File: src/rtl/mean_filter_pkg.sv
// Shared elaboration-time helpers for the mean-filter chain.
// Purpose: derive the reciprocal-multiply constants used by the mean
// dividers. The package has no ports. It provides clog2, the fraction-bit
// count, the reciprocal, the rounding bias and the legal-kernel check.
package mean_filter_pkg;

    function automatic int clog2(input int v);
        int r;
        r = 0;
        while ((1 << r) < v) r++;
        return r;
    endfunction

    // One guard bit beyond IW + clog2(N) makes the reciprocal exact for
    // every sum below 2^IW + N.
    function automatic int avg_frac_bits(input int iw, input int ksz);
        return iw + clog2(ksz * ksz) + 1;
    endfunction

    // ceil(2^f / N)
    function automatic longint avg_recip(input int ksz, input int f);
        longint n;
        n = longint'(ksz * ksz);
        return ((longint'(1) << f) + n - 1) / n;
    endfunction

    // floor(N/2) turns the floor division into round-half-up.
    function automatic int avg_bias(input int ksz, input int rnd);
        return (rnd != 0) ? (ksz * ksz) / 2 : 0;
    endfunction

    function automatic bit ksz_legal(input int ksz);
        return (ksz % 2 == 1) && (ksz >= 3) && (ksz <= 15);
    endfunction

endpackage

File: src/rtl/div_avg_ch.sv
// One channel of the mean divider: S1 bias add, S2 reciprocal multiply,
// S3 product register, S4 shift/saturate register.
// Ports:
//   clk, rst_n : clock, async active-low reset
//   vld[3:0]   : load enable of S1..S4 (shared across channels)
//   x          : kernel sum for this channel
//   q          : S4 quotient (saturated)
//   sat        : S3 content saturates; it is loaded into S4 when vld[3] is high
module div_avg_ch
    import mean_filter_pkg::*;
#(
    parameter int KSZ = 3,
    parameter int DW  = 8,
    parameter int IW  = 16,
    parameter int RND = 0
) (
    input  logic          clk,
    input  logic          rst_n,
    input  logic [3:0]    vld,
    input  logic [IW-1:0] x,
    output logic [DW-1:0] q,
    output logic          sat
);
    localparam int F  = avg_frac_bits(IW, KSZ);
    localparam int PW = IW + 1 + F + 1;
    localparam logic [PW-1:0] M    = PW'(avg_recip(KSZ, F));
    localparam logic [IW:0]   B    = (IW + 1)'(avg_bias(KSZ, RND));
    localparam logic [PW-1:0] QMAX = PW'((1 << DW) - 1);

    logic [IW:0]   s1;
    logic [PW-1:0] s2;
    logic [PW-1:0] s3;
    logic [PW-1:0] quo;

    assign quo = s3 >> F;
    assign sat = (quo > QMAX);

    always_ff @(posedge clk or negedge rst_n) begin
        if (!rst_n) begin
            s1 <= '0;
            s2 <= '0;
            s3 <= '0;
            q  <= '0;
        end else begin
            if (vld[0]) s1 <= {1'b0, x} + B;
            if (vld[1]) s2 <= PW'(s1) * M;
            if (vld[2]) s3 <= s2;
            if (vld[3]) q  <= sat ? '1 : quo[DW-1:0];
        end
    end

endmodule

File: src/rtl/div_avg_mc.sv
// Pipelined multi-channel mean divider: dout = kernel sum / KSZ^2. It has a
// fixed 4-clock latency and accepts one sample per clock.
// Ports:
//   clk, rst_n             : clock, async active-low reset
//   din_vsync, din_hsync   : input field / line valid (hsync qualifies din)
//   din [CH*IW]            : per-channel sums, channel c at [c*IW +: IW]
//   dout_vsync, dout_hsync : syncs delayed by 4 clocks
//   dout [CH*DW]           : per-channel means, 0 while dout_hsync is low
//   ovf                    : sticky per-frame saturation flag
module div_avg_mc
    import mean_filter_pkg::*;
#(
    parameter int KSZ = 3,
    parameter int DW  = 8,
    parameter int IW  = 2 * DW,
    parameter int CH  = 1,
    parameter int RND = 0
) (
    input  logic             clk,
    input  logic             rst_n,
    input  logic             din_vsync,
    input  logic             din_hsync,
    input  logic [CH*IW-1:0] din,
    output logic             dout_vsync,
    output logic             dout_hsync,
    output logic [CH*DW-1:0] dout,
    output logic             ovf
);
    if (!ksz_legal(KSZ)) begin : g_bad_ksz
        $error("div_avg_mc: KSZ must be odd and within 3..15");
    end

    logic [3:0]       hs_d;
    logic [3:0]       vs_d;
    logic [CH-1:0]    sat;
    logic [CH*DW-1:0] dout_raw;
    logic             ovf_q;

    // Syncs are delayed unconditionally so that they act as the stage valids.
    always_ff @(posedge clk or negedge rst_n) begin
        if (!rst_n) begin
            hs_d <= '0;
            vs_d <= '0;
        end else begin
            hs_d <= {hs_d[2:0], din_hsync};
            vs_d <= {vs_d[2:0], din_vsync};
        end
    end

    for (genvar c = 0; c < CH; c++) begin : g_ch
        div_avg_ch #(
            .KSZ (KSZ),
            .DW  (DW),
            .IW  (IW),
            .RND (RND)
        ) u_ch (
            .clk   (clk),
            .rst_n (rst_n),
            .vld   ({hs_d[2:0], din_hsync}),
            .x     (din[c*IW +: IW]),
            .q     (dout_raw[c*DW +: DW]),
            .sat   (sat[c])
        );
    end

    // When a saturating S4 load and a field start fall in the same cycle,
    // the set takes priority.
    always_ff @(posedge clk or negedge rst_n) begin
        if (!rst_n) begin
            ovf_q <= 1'b0;
        end else if (hs_d[2] && (|sat)) begin
            ovf_q <= 1'b1;
        end else if (din_vsync && !vs_d[0]) begin
            ovf_q <= 1'b0;
        end
    end

    assign dout_hsync = hs_d[3];
    assign dout_vsync = vs_d[3];
    assign dout       = hs_d[3] ? dout_raw : '0;
    assign ovf        = ovf_q;

endmodule

File: config.mk
export PLATFORM = sky130hd
export DESIGN_NAME = div_avg_mc
export DESIGN_NICKNAME = d
export VERILOG_FILES = /design/src/rtl/mean_filter_pkg.sv /design/src/rtl/div_avg_ch.sv /design/src/rtl/div_avg_mc.sv
export SDC_FILE = /design/constraint.sdc
export NUM_CORES = 1
export LEC_CHECK = 0
export CAP_MARGIN = 20
export CORE_UTILIZATION = 25
export CTS_CLUSTER_DIAMETER = 80
export CTS_CLUSTER_SIZE = 40
export DETAILED_ROUTE_END_ITERATION = 10
export HOLD_SLACK_MARGIN = 0.05
export PLACE_DENSITY_LB_ADDON = 0.25
export SYNTH_ARGS = -nofsm -noshare
export SYNTH_HDL_FRONTEND = slang
export SYNTH_SLANG_ARGS = --single-unit
File: constraint.sdc
create_clock -name clk -period 11.55 [get_ports clk]
set_clock_uncertainty 0.1 [all_clocks]
set_input_delay 2.8875 -clock clk [delete_from_list [all_inputs] [get_ports clk]]
set_output_delay 2.8875 -clock clk [all_outputs]
set_load 0.005 [all_outputs]
==> summary.txt, run 1 <==
Outcome
  – Outcome: completed

Synth
  – Mapped Cells: roughly 670
  – Synthesized area: approximately 6800 um2
  – Top-count cell post-synth: inv_1
  – Share of the synthesized area in the top cell type: between 20 and 25%
  – Async S/R FF share, synth: 100%
  – Synth area leaders: ha_1 23%, fa_1 22%, dfrtp_1 22%, inv_1 9.2%, mux2_2 4.6%
  – Post-synthesis sequential area ratio: ~22%
  – Post-synth EDFFs: 0
  – Synth warn: 0
  – Top post-synthesis cells by count: 166 x inv_1, 126 x ha_1, 74 x fa_1
  – Yosys top cell by area: ha_1
  – #FFs+latches synth: 59
  – Syn_area_per_cell: slightly above 10 um2
  – Main synth FF type: dfrtp_1
  – Syn Nets: between 800 and 900
  – Synth unique cells: 55

Finish
  – Post-Layout Cell Count: roughly 1,000
  – Share of cells above drive strength 1: a little over 8%
  – Nets: approximately 900
  – Area Overhead vs Synth: 14.8%
  – Diode count: 0

Global route
  – Largest net degree at the start of global routing: 60
  – Initial antenna violation count: 0
  – Grt ovf: 0
  – First-pass GRT wire length: around 25,000 um
  – Total track usage: a little under an eighth
  – Vias in the first global route: 4,675

Setup path
  – Sequence of cells on the critical path: inv_1 -> fa_1 -> inv_1 -> ha_1 -> inv_1 -> fa_1 -> inv_1 -> fa_1 -> fa_1 -> inv_1 -> fa_1 -> inv_1 -> ha_1 -> nand4_1 -> nor3_2 -> nand2_1 -> o211a_1 -> a21o_1 -> o2111a_1 -> a221o_1
  – CP Capture Type: flip-flop
  – Setup crit start kind: flip-flop
  – Top cell by count, worst path: inv_1
  – Worst path slowest cell: fa_1
  – Crit path max fanout: 5
  – Worst EP arrival: between 5000 and 6000 ps
  – CP max stage delay: 550 ps
  – Crit path kind: reg2reg
  – CP Data Required Time: ~12,000 ps

Detailed routing
  – DRC: 0
  – Vias: about 4,500
  – Vias per cell: roughly 4.3
  – WL/cell: about 14 um
  – DRT iter0 DRCs: 200
  – ANT nets after route: 0
  – Final WL: 14,700 um
  – First-pass DRT Iterations: 4

Floorplanning
  – Ports: 31
  – Starting Density: 25.8%
  – Die area: ~28,000 um2
  – Core ar.: between 20,000 and 30,000 um2
  – Die span in y: approximately 170 um
  – Row cnt: 59
  – Die width: between 150 and 200 um

Clock tree
  – Clock Latency Late Sink: around 330 ps
  – CTS Buf Count: 9
  – Clock Pin Slew Worst Setup and Hold Paths: roughly 60 ps
  – Maximum buffer depth of the clock tree: 2
  – Hold_buf cts: 0
  – Post-CTS Setup Bufs: 0
  – Post-CTS sizing: 0
  – CTS tree: yes
  – Root Buffer: clkbuf_16
  – CTS sink count: between 50 and 60
  – Max H-tree Level: 3

Timing
  – Final min period: about 5800 ps
  – Max-slew violations: 0
  – Setup violators final: 0
  – FMAX: 172 MHz
  – Final period util: approximately 50%
  – Worst hold slack: approximately 240 ps
  – Setup TNS: 0 ps
  – Final Hold Fails: 0
  – RSZ-0062 raised after global routing: no
  – Slew @ Worst Pin: around 900 ps
  – Slew HR: between 30 and 40%

Placement
  – PortBufs: 30
  – Post-DP HPWL: between 10,000 and 15,000 um
  – Gpl congestion: 0.804
  – Dpl cells: 1,029

Min path
  – HP Class: reg2reg

Flow run
  – Max-cap violations: 0
area by class of cell:
type / instances / area (um2)
flip-flops and latches: 59 / 1480
fillers: 2753 / 18600
repair buffers: 31 / 303
clock inverters: 7 / 100
clock buffers: 9 / 225
multi-input cells: 438 / 4650
well taps: 335 / 419
inverters: 166 / 623
layout by cell type, fill, tap and decap left out, types with 4 or more instances in the layout:
| cell | instances |
|---|---|
| nor2b_1 | 4 |
| ha_1 | 126 |
| nand3_1 | 9 |
| clkdlybuf4s50_1 | 29 |
| nand4_1 | 4 |
| a31oi_1 | 6 |
| a21o_1 | 11 |
| clkbuf_16 | 9 |
| mux2i_1 | 8 |
| nand2_1 | 33 |
| mux2_2 | 28 |
| o21ai_0 | 20 |
| nor3_1 | 5 |
| inv_1 | 166 |
| and3_1 | 5 |
| o21ai_1 | 5 |
| nor2_1 | 11 |
| a21oi_1 | 25 |
| and2_1 | 9 |
| fa_1 | 74 |
| xnor2_1 | 8 |
| dfrtp_1 | 59 |
sequential cells by signal, indices dropped and copies added (netlist names):
signal,count
vs_d,4
g_ch.u_ch.s2,13
hs_d,4
ovf,1
g_ch.u_ch.s3,13
g_ch.u_ch.q,8
g_ch.u_ch.s1,16
metrics by stage:
step	worst slack [ps]	area [um2]	utilization (%)
2_1_floorplan	6050	6790	-
3_3_place_gp	5730	7470	28.4
3_5_place_dp	5690	7470	28.4
4_1_cts	5660	7800	29.6
5_1_grt	5310	7800	29.6
6_report	5730	7800	29.6
metal layers:
metal	share of wire (%)	vias to the layer above	track usage, %
li1	-	2253	-
met1	53	2187	16.7
met2	44	54	17.3
met3	2.3	6	1.90
met4	0.35	0	1.45
met5	0	-	0
worst max-delay path: cells and delay by family, from the launching register on:
family	cells	cell delay, ps
AO/OA/AOI/OAI	4	990
adder cells (fa/ha/maj)	7	3280
buffers and inverters	6	450
flip-flops	1	470
AND/OR/NAND/NOR	3	430
cell families after synthesis:
kind of cell | after synthesis | share of synthesized area, %
buffers and inverters | 174 | 9.76
multiplexers | 36 | 5.82
AO/OA/AOI/OAI | 97 | 9.29
XOR/XNOR | 11 | 1.42
flip-flops | 59 | 21.7
AND/OR/NAND/NOR | 94 | 6.95
adder cells (fa/ha/maj) | 200 | 45.0
path summary, 6_finish.rpt:
check | startpoint | end | slack (ps) | cells after the start
setup / recovery | g_ch[0].u_ch.s1[7] | g_ch[0].u_ch.s2[31] | 5730 | 20
hold / removal | vs_d[2] | vs_d[3] | 240 | 0
setup reg to reg | g_ch[0].u_ch.s1[7] | g_ch[0].u_ch.s2[31] | 5730 | 20
hold reg to reg | vs_d[2] | vs_d[3] | 240 | 0
max in group asynchronous | rst_n | g_ch[0].u_ch.s1[12] | 8200 | 2
min in group asynchronous | rst_n | g_ch[0].u_ch.q[3] | 2620 | 2
Power of run 1 is left out: the tool's default activity adds up to more than one toggle a clock period on the data nets, which glitch-free logic cannot reach.
==> inputs of run 2 (changes only) <==
- clock period: 11.55 -> 6.04 ns (I/O delays scaled with it)
==> run 2 against run 1 <==
Effect of this change: routed wire length shrank 0.56%; sequential cell count is the same; global-route usage shrank 0.075 points; sequential share of layout area shrank 0.15 points; die area is the same; via count shrank 0.18%; utilization grew 0.37 points; register-to-register slack lost 5400 ps; final cell count grew 0.57%; non-clock buffer count grew 6; critical endpoint unchanged.
==> summary.txt, run 2 (synthesized netlist as in run 1, its figures left out) <==
Timing
  – Final period util: 95.3%
  – Slew @ Worst Pin: about 890 ps
  – FMAX: approximately 170 MHz
  – Slew HR: ~41%
  – Final min period: roughly 5800 ps
  – Max-slew violations: 0
  – Final Hold Fails: 0
  – Worst hold slack: 249 ps
  – Setup TNS: 0 ps
  – Setup violators final: 0
  – RSZ-0062 raised after global routing: no

Setup path
  – CP Capture Type: flip-flop
  – Setup crit start kind: flip-flop
  – CP Data Required Time: 6160 ps
  – Crit path max fanout: 6
  – Worst EP arrival: between 5000 and 6000 ps
  – Crit path kind: reg2reg

Placement
  – Gpl congestion: 0.815
  – DP Area: 7500 um2
  – PortBufs: 30
  – Post-DP HPWL: between 10,000 and 15,000 um
  – Dpl cells: about 1,000

Global route
  – Vias in the first global route: roughly 4,700
  – Largest net degree at the start of global routing: 60
  – Grt ovf: 0
  – Initial antenna violation count: 0
  – First-pass GRT wire length: about 25,000 um
  – Total track usage: between 10% and 20%

Clock tree
  – CTS sink count: about 60
  – Root Buffer: clkbuf_16
  – Clock Pin Slew Worst Setup and Hold Paths: approximately 60 ps
  – Clock Latency Late Sink: approximately 330 ps
  – CTS tree: yes
  – Hold_buf cts: 0
  – Maximum buffer depth of the clock tree: 2
  – Max H-tree Level: 3
  – CTS Buf Count: 9

Detailed routing
  – Vias: between 4,000 and 5,000
  – Vias per cell: 4.27
  – First-pass DRT Iterations: 4
  – DRC: 0
  – ANT nets after route: 0
  – WL/cell: 13.9 um
  – Final WL: approximately 15,000 um
  – DRT iter0 DRCs: 239

Flow run
  – Max-cap violations: 0

Finish
  – Nets: 931
  – Leading cell type in the layout, fill and taps excluded: inv_1
  – Top reg by flops: g_ch.u_ch.s1
  – Largest register FFs: 16
  – Post-Layout Cell Count: approximately 1,100
  – Diode count: 0
  – Most frequent cells in the layout: 166 x inv_1, 124 x ha_1, 72 x fa_1
  – Top flop regs: g_ch.u_ch.s1 (16), g_ch.u_ch.s2 (13), g_ch.u_ch.s3 (13)
  – Share of cells above drive strength 1: between 10% and 20%
  – Area Overhead vs Synth: 16.2%
  – Design Area, Final: around 7900 um2

Floorplanning
  – Core ar.: about 26,000 um2
  – Ports: 31
  – Starting Density: 25.8%
  – Die area: roughly 28,000 um2
  – Die width: 167 um
  – Die span in y: between 150 and 200 um
  – Row cnt: 59

Min path
  – HP Class: reg2reg

Outcome
  – Outcome: completed
## run 2: cell types whose count changed in the layout (fill, tap and decap cells not counted), moves of 2 or more
| cell | delta |
|---|---|
| buf_4 | +6 |
| clkinv_4 | -3 |
| dfrtp_1 | -5 |
| dfrtp_2 | +5 |
| fa_1 | -2 |
| fa_2 | +2 |
| ha_1 | -2 |
## run 2: final timing paths
kind	from	end	slack, ps	depth (start not counted)
max	g_ch[0].u_ch.s1[15]	g_ch[0].u_ch.s2[31]	280	18
min	vs_d[2]	vs_d[3]	250	0
max reg2reg	g_ch[0].u_ch.s1[15]	g_ch[0].u_ch.s2[31]	280	18
min reg2reg	vs_d[2]	vs_d[3]	250	0
max in group asynchronous	rst_n	g_ch[0].u_ch.s1[8]	4020	2
min in group asynchronous	rst_n	g_ch[0].u_ch.q[2]	1220	2
## run 2: routing by layer
metal  GRT usage (%)  part of all wire (%)  wire (um)
met3            2.12                   2.7        399
met2            16.9                    44       6420
met4            2.13                  0.71        104
met1            16.4                    53       7710
met5               0                     0          0
## run 2: what timing repair did
| action | in CTS | in global routing |
|---|---|---|
| buffers inserted | 0 | 3 |
| endpoints found under the setup margin | 0 | 7 |
| resized for setup | 0 | 9 |
## run 2: metrics by stage
stage	utilization, %	worst slack, ps
3_3_place_gp	28.4	258
6_report	30.0	285
4_1_cts	29.8	179
5_1_grt	30.0	2.73
3_5_place_dp	28.4	204
2_1_floorplan	-	542
## run 2: layout make-up
type	instances	area [um2]
sequential	59	1480
fill	2751	18500
multi-input combinational	438	4670
timing repair buffer	37	348
clock buffer	10	239
clock inverter	6	111
inverter	166	623
tap	335	419
## run 2: worst max-delay path, stage by stage, from the launching register on
cell	delay, ps
dfrtp_1	480
fa_2	490
ha_1	320
inv_1	80
fa_1	530
inv_1	90
fa_1	510
fa_1	540
inv_1	60
fa_1	530
inv_1	40
ha_1	350
nand4_1	190
nor3_2	240
nand2_1	70
o211a_1	260
a21o_1	230
o2111a_1	250
a221o_1	250
Power of run 2 is left out for the same reason.
==> RTL change (settings of run 2) <==
Register the inputs `din_vsync`, `din_hsync` and `din` before use, without a reset. The logic sees them one clock later.
--- a/src/rtl/div_avg_mc.sv
+++ b/src/rtl/div_avg_mc.sv
@@ -26,6 +26,17 @@
     output logic [CH*DW-1:0] dout,
     output logic             ovf
 );
+
+    logic din_vsync_q;
+    logic din_hsync_q;
+    logic [CH*IW-1:0] din_q;
+
+    always_ff @(posedge clk) begin
+        din_vsync_q <= din_vsync;
+        din_hsync_q <= din_hsync;
+        din_q       <= din;
+    end
+
     if (!ksz_legal(KSZ)) begin : g_bad_ksz
         $error("div_avg_mc: KSZ must be odd and within 3..15");
     end
@@ -42,8 +53,8 @@
             hs_d <= '0;
             vs_d <= '0;
         end else begin
-            hs_d <= {hs_d[2:0], din_hsync};
-            vs_d <= {vs_d[2:0], din_vsync};
+            hs_d <= {hs_d[2:0], din_hsync_q};
+            vs_d <= {vs_d[2:0], din_vsync_q};
         end
     end
 
@@ -56,8 +67,8 @@
         ) u_ch (
             .clk   (clk),
             .rst_n (rst_n),
-            .vld   ({hs_d[2:0], din_hsync}),
-            .x     (din[c*IW +: IW]),
+            .vld   ({hs_d[2:0], din_hsync_q}),
+            .x     (din_q[c*IW +: IW]),
             .q     (dout_raw[c*DW +: DW]),
             .sat   (sat[c])
         );
@@ -70,7 +81,7 @@
             ovf_q <= 1'b0;
         end else if (hs_d[2] && (|sat)) begin
             ovf_q <= 1'b1;
-        end else if (din_vsync && !vs_d[0]) begin
+        end else if (din_vsync_q && !vs_d[0]) begin
             ovf_q <= 1'b0;
         end
     end
Behaviour: not the same (a bounded check fails within 10 cycles, from zero or initial values and one cycle with rst_n low).
==> RTL change against run 2 <==
Cell count increased by 6.9%. Utilization fell by 0.065 points. First-iteration DRC count grew 2.9%. Routed wire length up 5.8%. Area after synthesis increased by 5.6%. Cell area up 6.1%. Maximum frequency is 0.94% lower. Sequential cell count rose by 18. Setup slack worse by 0.054 ns. Critical endpoint is now g_ch[0].u_ch.s2[27]$_DFFE_PN0P_.
Power is left out: the tool's default activity adds up to more than one toggle a clock period on the data nets, which glitch-free logic cannot reach.
==> RTL change: results (changes against run 2) <==
* Status: finished, final reports clean
* First-pass GRT wire length at 25.55 mm (+4.1%)
* Fillcell total at 2943 (+7.0%)
* R2R cell count at 17 (-1)
* Final clock-cell share at 3.781% (-0.66 points)
* HPWL Detailed at 13.13 mm (+5.7%)
* Area delta synth->final at 16.77%
* Sequential share of the synthesized area at 25.62% (+3.9 points)
* Non-Clock Buffer Count at 45 (+22%)
* Async S/R FF share, synth at 76.62% (-23 points)
* Pre-CTS WS at -0.01446 ns (-0.2180 ns)
* GR Util met3 at 2.002% (-0.11 points)
* Fin Hold WS at 0.2485 ns (-0.0002530 ns)
* Multi-input gate count at 442 (+0.91%)
* Drt initial violations at 246 (+2.9%)
* Placer Congestion at 0.8305 (+1.9%)
* Final min period at 5.810 ns (+0.05436 ns)
* Sequential cell area share at 21.95% (+3.2 points)
* GRT met1 Usage at 15.81% (-0.64 points)
* Met3 wire length at 352 um (-12%)
* Inverters excl. clock at 166 (unchanged)
* Flops & latches, synth at 77 (+31%)
* DIE AREA at 0.02936 mm2 (+5.5%)
* Mapped Nets at 918 (+3.0%)
* Final net count at 961 (+3.2%)
* Post-CTS Resized at 1 (+1)
* Inst Count DP at 1107 (+7.3%)
* Hold wc startpoint: vs_d[1]$_DFF_PN0_
* Main synth FF type: dfrtp_1
* Met2 Use GR at 18.20% (+1.3 points)
* WL final at 15.49 mm (+5.8%)
* Mapped Cells at 698 (+4.0%)
* Top post-synthesis cells by area: ha_1 22%, fa_1 21%, dfrtp_1 21%
* Synth cell count leaders: 166 x inv_1, 126 x ha_1, 74 x fa_1
* DR vias at 4643 (+3.4%)
* Share of layout cells above drive strength 1 at 9.651% (-0.68 points)
* Tightest Hold Check Type: flip-flop to flip-flop
* Yosys cell types at 56 (+1.8%)
* Multi-input combinational cell area at 0.004715 mm2 (+0.91%)
* Area of placed instances at 0.007988 mm2 (+6.6%)
* Vias in the first global route at 4846 (+3.6%)
* Met2 wire len at 7.033 mm (+9.6%)
* Sink of the worst hold path: vs_d[2]$_DFF_PN0_
* Vias per cell at 4.131 (-3.4%)
* Buffering overhead at 4.871% (+0.47 points)
* Global Route Usage Sum at 11.25% (+0.069 points)
* Slew HR at 42.90% (+2.1 points)
* Routed metal-1 wirelength at 8.024 mm (+4.1%)
* Critical Path End: g_ch[0].u_ch.s2[27]$_DFFE_PN0P_
* CTS Root Buffer Type: clkbuf_16
* Biggest regs: din_q (16), g_ch.u_ch.s1 (16)
* Worst Path Arrival at 5.93 ns (+0.06 ns)
* R2R Setup Slk at 0.23 ns (-0.05 ns)
## RTL change: kinds of logic (layout without fill, tap and decap cells)
kind of cell | after synthesis | count (layout) | share of synthesized area (%)
muxes | 33 | 33 | 5.043
buffers and inverters | 179 | 227 | 9.475
adders and majority gates | 200 | 200 | 42.65
DFF | 77 | 77 | 25.62
and+or+nand+nor | 106 | 106 | 7.486
xor gates and xnor gates | 7 | 7 | 0.8550
AOI/OAI and AO/OA | 96 | 96 | 8.882
## RTL change: critical path: stages, from the launching register on
cell and delay, ns:
dfrtp_2 0.48, fa_1 0.50, ha_1 0.34, fa_1 0.52
inv_1 0.06, fa_1 0.53, inv_1 0.05, fa_1 0.52
inv_1 0.05, fa_1 0.54, inv_1 0.04, ha_1 0.30
inv_1 0.08, or3_1 0.38, or4_1 0.50, and3_4 0.18
o2111a_1 0.23, a221o_1 0.25
